### src/rtl/bullet_slot_arbiter.sv
// bullet_slot_arbiter: one bullet-slot pool shared by three shooters.
// Define BULLET_ARB_STATS_EN to add the saturating deny_count output.
module bullet_slot_arbiter #(
  parameter int NUM_SLOTS = 5,
  parameter int NUM_REQ   = 3,
  parameter int LIFE_W    = 8,
  parameter int MAX_LIFE  = 180,
  parameter int COOLDOWN  = 6
) (
  input  logic                   Clk,
  input  logic                   Reset_n,
  input  logic                   frame_clk,
  input  logic                   clear,
  input  logic [NUM_REQ-1:0]     req,
  input  logic [NUM_SLOTS-1:0]   slot_release,
  output logic [NUM_REQ-1:0]     gnt,
  output logic [2:0]             gnt_slot,
  output logic [NUM_SLOTS-1:0]   slot_busy,
  output logic [2*NUM_SLOTS-1:0] slot_owner,
  output logic                   pool_full
`ifdef BULLET_ARB_STATS_EN
  ,
  output logic [15:0]            deny_count
`endif
);

  localparam logic ST_FREE   = 1'b0;
  localparam logic ST_ACTIVE = 1'b1;

  localparam int PW =
    (NUM_REQ > 1) ? $clog2(NUM_REQ) : 1;
  localparam int CD_W =
    (COOLDOWN > 0) ? $clog2(COOLDOWN + 1) : 1;

  localparam logic [PW-1:0] LAST_REQ =
    PW'(NUM_REQ - 1);
  localparam logic [LIFE_W-1:0] LIFE_INIT =
    LIFE_W'(MAX_LIFE);
  localparam logic [LIFE_W-1:0] LIFE_ONE =
    LIFE_W'(1);
  localparam logic [CD_W-1:0] CD_INIT =
    CD_W'(COOLDOWN);

  logic [NUM_SLOTS-1:0] st;
  logic [LIFE_W-1:0]    life [NUM_SLOTS];
  logic [CD_W-1:0]      cd [NUM_REQ];
  logic [PW-1:0]        ptr;

  logic [1:0]           fsync;
  logic                 fprev;
  logic                 tick;

  logic [NUM_REQ-1:0]   elig;
  logic [NUM_SLOTS-1:0] free_now;
  logic [NUM_SLOTS-1:0] expire;

  logic                 found_hi;
  logic                 found_lo;
  logic [PW-1:0]        win_hi;
  logic [PW-1:0]        win_lo;
  logic                 found_r;
  logic [PW-1:0]        win;
  logic [PW-1:0]        ptr_nxt;

  logic                 found_s;
  logic [2:0]           win_slot;
  logic                 grant_now;

  // Frame reference: two-flop synchronizer plus edge memory.
  always_ff @(posedge Clk or negedge Reset_n) begin
    if (!Reset_n) begin
      fsync <= 2'b00;
      fprev <= 1'b0;
    end else begin
      fsync <= {fsync[0], frame_clk};
      fprev <= fsync[1];
    end
  end

  // Single-cycle tick on the synchronized rising edge.
  always_comb begin
    tick = fsync[1] & ~fprev;
  end

  // Busy flags follow slot state; pool is full when every slot is active.
  always_comb begin
    slot_busy = '0;
    for (int i = 0; i < NUM_SLOTS; i++) begin
      slot_busy[i] = (st[i] == ST_ACTIVE);
    end
    pool_full = &slot_busy;
  end

  // A slot being released this cycle is not offered until next cycle.
  always_comb begin
    free_now = ~slot_busy & ~slot_release;
  end

  // Lifetime expiry fires on the tick that would take life to zero.
  always_comb begin
    expire = '0;
    for (int i = 0; i < NUM_SLOTS; i++) begin
      expire[i] = tick && (st[i] == ST_ACTIVE)
                  && (life[i] == LIFE_ONE);
    end
  end

  // Requesters still cooling down or granted right now are skipped.
  always_comb begin
    elig = '0;
    for (int r = 0; r < NUM_REQ; r++) begin
      elig[r] = req[r] && (cd[r] == '0) && !gnt[r];
    end
  end

  // Round-robin: lowest eligible at/after ptr, else lowest below it.
  always_comb begin
    found_hi = 1'b0;
    found_lo = 1'b0;
    win_hi   = '0;
    win_lo   = '0;
    for (int r = NUM_REQ - 1; r >= 0; r--) begin
      if (elig[r]) begin
        if (r >= int'(ptr)) begin
          found_hi = 1'b1;
          win_hi   = PW'(r);
        end else begin
          found_lo = 1'b1;
          win_lo   = PW'(r);
        end
      end
    end
    found_r = found_hi | found_lo;
    win     = found_hi ? win_hi : win_lo;
    if (win == LAST_REQ) begin
      ptr_nxt = '0;
    end else begin
      ptr_nxt = win + PW'(1);
    end
  end

  // Winner always takes the lowest-index free slot.
  always_comb begin
    found_s  = 1'b0;
    win_slot = '0;
    for (int i = NUM_SLOTS - 1; i >= 0; i--) begin
      if (free_now[i]) begin
        found_s  = 1'b1;
        win_slot = 3'(i);
      end
    end
    grant_now = found_r & found_s;
  end

  // Per-slot FREE/ACTIVE state, owner and lifetime countdown.
  always_ff @(posedge Clk or negedge Reset_n) begin
    if (!Reset_n) begin
      st         <= '0;
      slot_owner <= '0;
      for (int i = 0; i < NUM_SLOTS; i++) begin
        life[i] <= '0;
      end
    end else if (clear) begin
      st <= '0;
      for (int i = 0; i < NUM_SLOTS; i++) begin
        life[i] <= '0;
      end
    end else begin
      for (int i = 0; i < NUM_SLOTS; i++) begin
        unique case (st[i])
          ST_FREE: begin
            if (grant_now && (win_slot == 3'(i))) begin
              st[i]               <= ST_ACTIVE;
              slot_owner[2*i +: 2] <= 2'(win);
              life[i]             <= LIFE_INIT;
            end
          end
          ST_ACTIVE: begin
            if (slot_release[i] || expire[i]) begin
              st[i]   <= ST_FREE;
              life[i] <= '0;
            end else if (tick) begin
              life[i] <= life[i] - LIFE_ONE;
            end
          end
          default: st[i] <= ST_FREE;
        endcase
      end
    end
  end

  // Requester cooldown: loaded on grant, counts down per frame.
  always_ff @(posedge Clk or negedge Reset_n) begin
    if (!Reset_n) begin
      for (int r = 0; r < NUM_REQ; r++) begin
        cd[r] <= '0;
      end
    end else if (clear) begin
      for (int r = 0; r < NUM_REQ; r++) begin
        cd[r] <= '0;
      end
    end else begin
      for (int r = 0; r < NUM_REQ; r++) begin
        if (grant_now && (win == PW'(r))) begin
          cd[r] <= CD_INIT;
        end else if (tick && (cd[r] != '0)) begin
          cd[r] <= cd[r] - CD_W'(1);
        end
      end
    end
  end

  // Registered grant pulse, slot index and round-robin pointer.
  always_ff @(posedge Clk or negedge Reset_n) begin
    if (!Reset_n) begin
      gnt      <= '0;
      gnt_slot <= '0;
      ptr      <= '0;
    end else if (clear) begin
      gnt <= '0;
    end else if (grant_now) begin
      gnt      <= NUM_REQ'(1) << win;
      gnt_slot <= win_slot;
      ptr      <= ptr_nxt;
    end else begin
      gnt <= '0;
    end
  end

`ifdef BULLET_ARB_STATS_EN
  // Count cycles where someone wanted a slot but none existed.
  always_ff @(posedge Clk or negedge Reset_n) begin
    if (!Reset_n) begin
      deny_count <= '0;
    end else if (clear) begin
      deny_count <= '0;
    end else if ((|elig) && pool_full
                 && (deny_count != 16'hFFFF)) begin
      deny_count <= deny_count + 16'd1;
    end
  end
`endif

endmodule
### config.mk
export PLATFORM = sky130hd
export DESIGN_NAME = bullet_slot_arbiter
export DESIGN_NICKNAME = d
export VERILOG_FILES = /design/src/rtl/bullet_slot_arbiter.sv
export SDC_FILE = /design/constraint.sdc
export NUM_CORES = 1
export LEC_CHECK = 0
export CAP_MARGIN = 20
export CORE_ASPECT_RATIO = 0.8
export CORE_MARGIN = 10
export CORE_UTILIZATION = 35
export CTS_BUF_LIST = sky130_fd_sc_hd__clkbuf_8
export DETAILED_ROUTE_END_ITERATION = 10
export PLACE_DENSITY_LB_ADDON = 0.15
export SLEW_MARGIN = 15
export SYNTH_ARGS = -nofsm -noshare
export SYNTH_HDL_FRONTEND = slang
export SYNTH_SLANG_ARGS = --single-unit
### constraint.sdc
create_clock -name Clk -period 1.73 [get_ports Clk]
set_input_delay 0.519 -clock Clk [delete_from_list [all_inputs] [get_ports Clk]]
set_output_delay 0.519 -clock Clk [all_outputs]
set_load 0.005 [all_outputs]
==> metrics.md <==
| Metric | Value |
|---|---|
| Status | `finished, violations left` |
| Failing checks | `negative setup slack` |
| Slew HR | `0.682` |
| Max VDD drop | `0.539 mV` |
| WL/cell | `16.5 µm` |
| Sink Count | `75` |
| Area leader, netlist | `dfrtp_1` |
| Part of the power in registers | `0.270` |
| Area Overhead vs Synth | `69.6%` |
| Distinct cells, synth | `68` |
| Via density | `5.27` |
| Fmax | `503 MHz` |
| Pre-antenna DRT Iters | `5` |
| Post-Synth Adder-Cell Area | `0.0456` |
| Synth area leaders | `dfrtp_1, o21ai_0, ha_1, a21oi_1, nand2_1` |
| Die H | `approximately 120 µm` |
| Multi-input logic area | `0.00311 mm²` |
| Share of the synthesized area in the top cell type | `0.428` |
| Tot Pwr | `roughly 9.4 mW` |
| Largest net degree at the start of global routing | `76` |
| Worst skew pair latency | `~370 ps` |
| Storage cell area | `0.00188 mm²` |
| Crit-path max cell delay | `380 ps` |
| First-pass GRT wire length | `23,100 µm` |
| Fin worst setup slack | `-258 ps` |
| Total grt overflow | `0` |
| CP Class | `register to register` |
| CP Data Arrival Time | `2250 ps` |
| Vias in the first global route | `around 4,600` |
| Cell Pwr Density | `1270 mW/mm²` |
| Syn Std Cell Area | `between 0.004 and 0.005 mm²` |
| Critical Path Source | `cd[7]` |
| Via count | `roughly 4,600` |
| WL final | `approximately 14,000 µm` |
| Internal power | `a little under 6 mW` |
| Setup Skew | `13.7 ps` |
| CTS tree | `built` |
| Worst Hold Slack | `116 ps` |
| Final ANT Viol Nets | `0` |
| Final RePlAce weighted congestion | `roughly 0.85` |
| Num rows | `36` |
| Number of I/O port buffers | `33` |
| Final-stage net count | `728` |
| Synth Flop Type | `dfrtp_1` |
| Area post-placement | `between 0.005 and 0.006 mm²` |
| Initial Util | `0.359` |
| Commonest non-fill, non-tap cells in the layout | `buf_4, dfrtp_1, buf_6, nor2_1, nand2_1` |
| Setup TNS | `-8310 ps` |
| P_sw | `3.54 mW` |
| Fill cell count | `979` |
| Die area | `0.0174 mm²` |
| Crit-path cells | `inv_2 > ha_4 > and4bb_4 > buf_4 > buf_6 > nor3_2 > nor3_2 > buf_6 > mux2_4` |
| Min cycle time layout | `~2000 ps` |
| H-tree levels | `3` |
| Core area | `0.0122 mm²` |
| Hold Vio Cnt, Final | `0` |
| CTS clock-pin slew for the worst setup and hold paths | `80 ps` |
| Mux contribution to synthesized area | `0.0203` |
| Number of flops mapped to enable cells by yosys | `0` |
| Yosys reg bits | `75` |
| Final setup vio count | `63` |
| Slowest-stage cell, CP | `dfrtp_1` |
| Syn_nets | `507` |
| Combinational share of power | `0.558` |
| Leak pwr | `3.43 nW` |
| Switch share | `0.375` |
| CP endpoint kind | `register` |
| Max Cap Viol | `0` |
| Data required time at the worst endpoint | `around 2000 ps` |
| Total CTS buffers | `9` |
| RSZ-0062 raised after global routing | `yes` |
| Cell count after synthesis | `479` |
| Largest family of logic cells by synthesized area | `simple AND/OR/NAND/NOR gates` |
| Actual slew at the worst max-slew pin | `477 ps` |
| Number of diodes | `0` |
| IO Count | `34` |
| Final Instance Area | `0.00744 mm²` |
| Final Max Slew Viols | `0` |
| Share of cells above drive strength 1 | `0.496` |
| Clock share of power | `0.173` |
| GRT Util Overall | `0.159` |
| Drt drc | `0` |
| Commonest non-fill, non-tap cell in the layout | `buf_4` |
| Chip Width | `145 µm` |
| Worst Hold Class | `input pin to async pin` |
| CTS Buffer Depth | `2` |
| Final period util | `1.15` |
| CP startpoint kind | `register` |
| Compound-Gate Fraction of Synth Area | `0.224` |
| Synth async-reset ratio | `1.00` |
| Simple-Gate Fraction of Synth Area | `0.226` |
| Syn_area_per_cell | `9.16 µm²` |
| Sequential element share of the synthesized area | `0.428` |
| Max Fanout on Critical Path | `7` |
| Root buffer cell | `clkbuf_8` |
| Placed wire-length estimate | `around 9500 µm` |
| Worst reg2reg path startpoint | `cd[7]` |
| Initial drt markers | `282` |
| Ys Warns | `0` |
| Synth Area in XOR/XNOR | `0.0160` |
| Initial antenna violation count | `0` |
==> power by group through the flow <==
stage	registers, mW	clock network, mW	logic [mW]
after floorplan	2.53	0	1.80
after global placement	2.52	0	3.50
after detailed placement	2.53	0	3.57
after CTS	2.50	1.68	4.34
after global routing	2.60	1.75	5.67
final	2.54	1.63	5.26
==> synth_stat cells (5+ instances only) <==
library cell and number:
dfrtp_1 75, nand3_1 16, nand2_1 44, o31ai_1 5, nand4_1 5, buf_2 8, nand2b_1 7, a21oi_1 35
nor2_1 40, and2_1 7, inv_1 33, o21ai_0 42, mux2_2 7, xnor2_1 8, ha_1 16, nor3_1 24
a31oi_1 10
==> worst max-delay path: cells and delay by family, from the launching register on <==
| family | cells | cell delay, ps |
|---|---|---|
| flops | 1 | 380 |
| fa+ha+maj | 1 | 140 |
| simple gates | 3 | 550 |
| buf+inv | 4 | 510 |
| mux | 1 | 300 |
==> stage by stage <==
stage	instances	utilization	worst slack (ps)
CTS	852	0.564	-216
detailed placement	807	0.489	-707
global route	876	0.609	-384
global placement	807	0.489	-798
floorplan	479	-	-121
finish	876	0.609	-258
==> flip-flops by register name, summed over array words and instances (netlist names) <==
signal,count
slot_owner,10
life,40
cd,9
fprev,1
gnt_slot,3
ptr,2
gnt,3
fsync,2
slot_busy,5
==> final timing paths <==
kind                       slack, ps  cells after the start  endpoint
max reg2reg                     -260                      9    ptr[1]
min reg2reg                      350                      0  fsync[1]
max in group asynchronous       1210                      2  life[23]
max                             -260                      9    ptr[1]
min in group Clk                 350                      0  fsync[1]
min                              120                      2  life[34]
==> cells by family (layout without fill, tap and decap cells) <==
kind of cell | count (synthesis) | after routing
AOI/OAI and AO/OA | 142 | 143
xor gates and xnor gates | 8 | 8
adders and majority gates | 16 | 16
buffers and inverters | 45 | 270
DFF | 75 | 75
muxes | 8 | 8
and+or+nand+nor | 185 | 185
==> cell type report <==
cell class / instances / area share
clock inverters: 7 / 0.0148
multi-input cells: 360 / 0.418
clock buffers: 9 / 0.0167
repair buffers: 221 / 0.252
flip-flops and latches: 75 / 0.252
inverters: 33 / 0.0167
well taps: 171 / 0.0288
==> per-layer routing <==
| layer | vias to the layer above | GRT usage | part of all wire |
|---|---|---|---|
| li1 | 2203 | - | - |
| met5 | - | 0 | 0 |
| met1 | 2288 | 0.197 | 0.44 |
| met3 | 24 | 0.0323 | 0.037 |
| met2 | 102 | 0.272 | 0.50 |
| met4 | 0 | 0.0511 | 0.018 |
==> what timing repair did <==
| action | 4_1_cts | 5_1_grt |
|---|---|---|
| pin swaps | 42 | 33 |
| buffers inserted | 30 | 26 |
| gates resized for setup | 153 | 99 |
| hold buffers | 0 | 0 |
| gates cloned | 1 | 0 |
| setup endpoints to repair | 92 | 72 |
No activity file was read; power rests on OpenSTA's default activity.
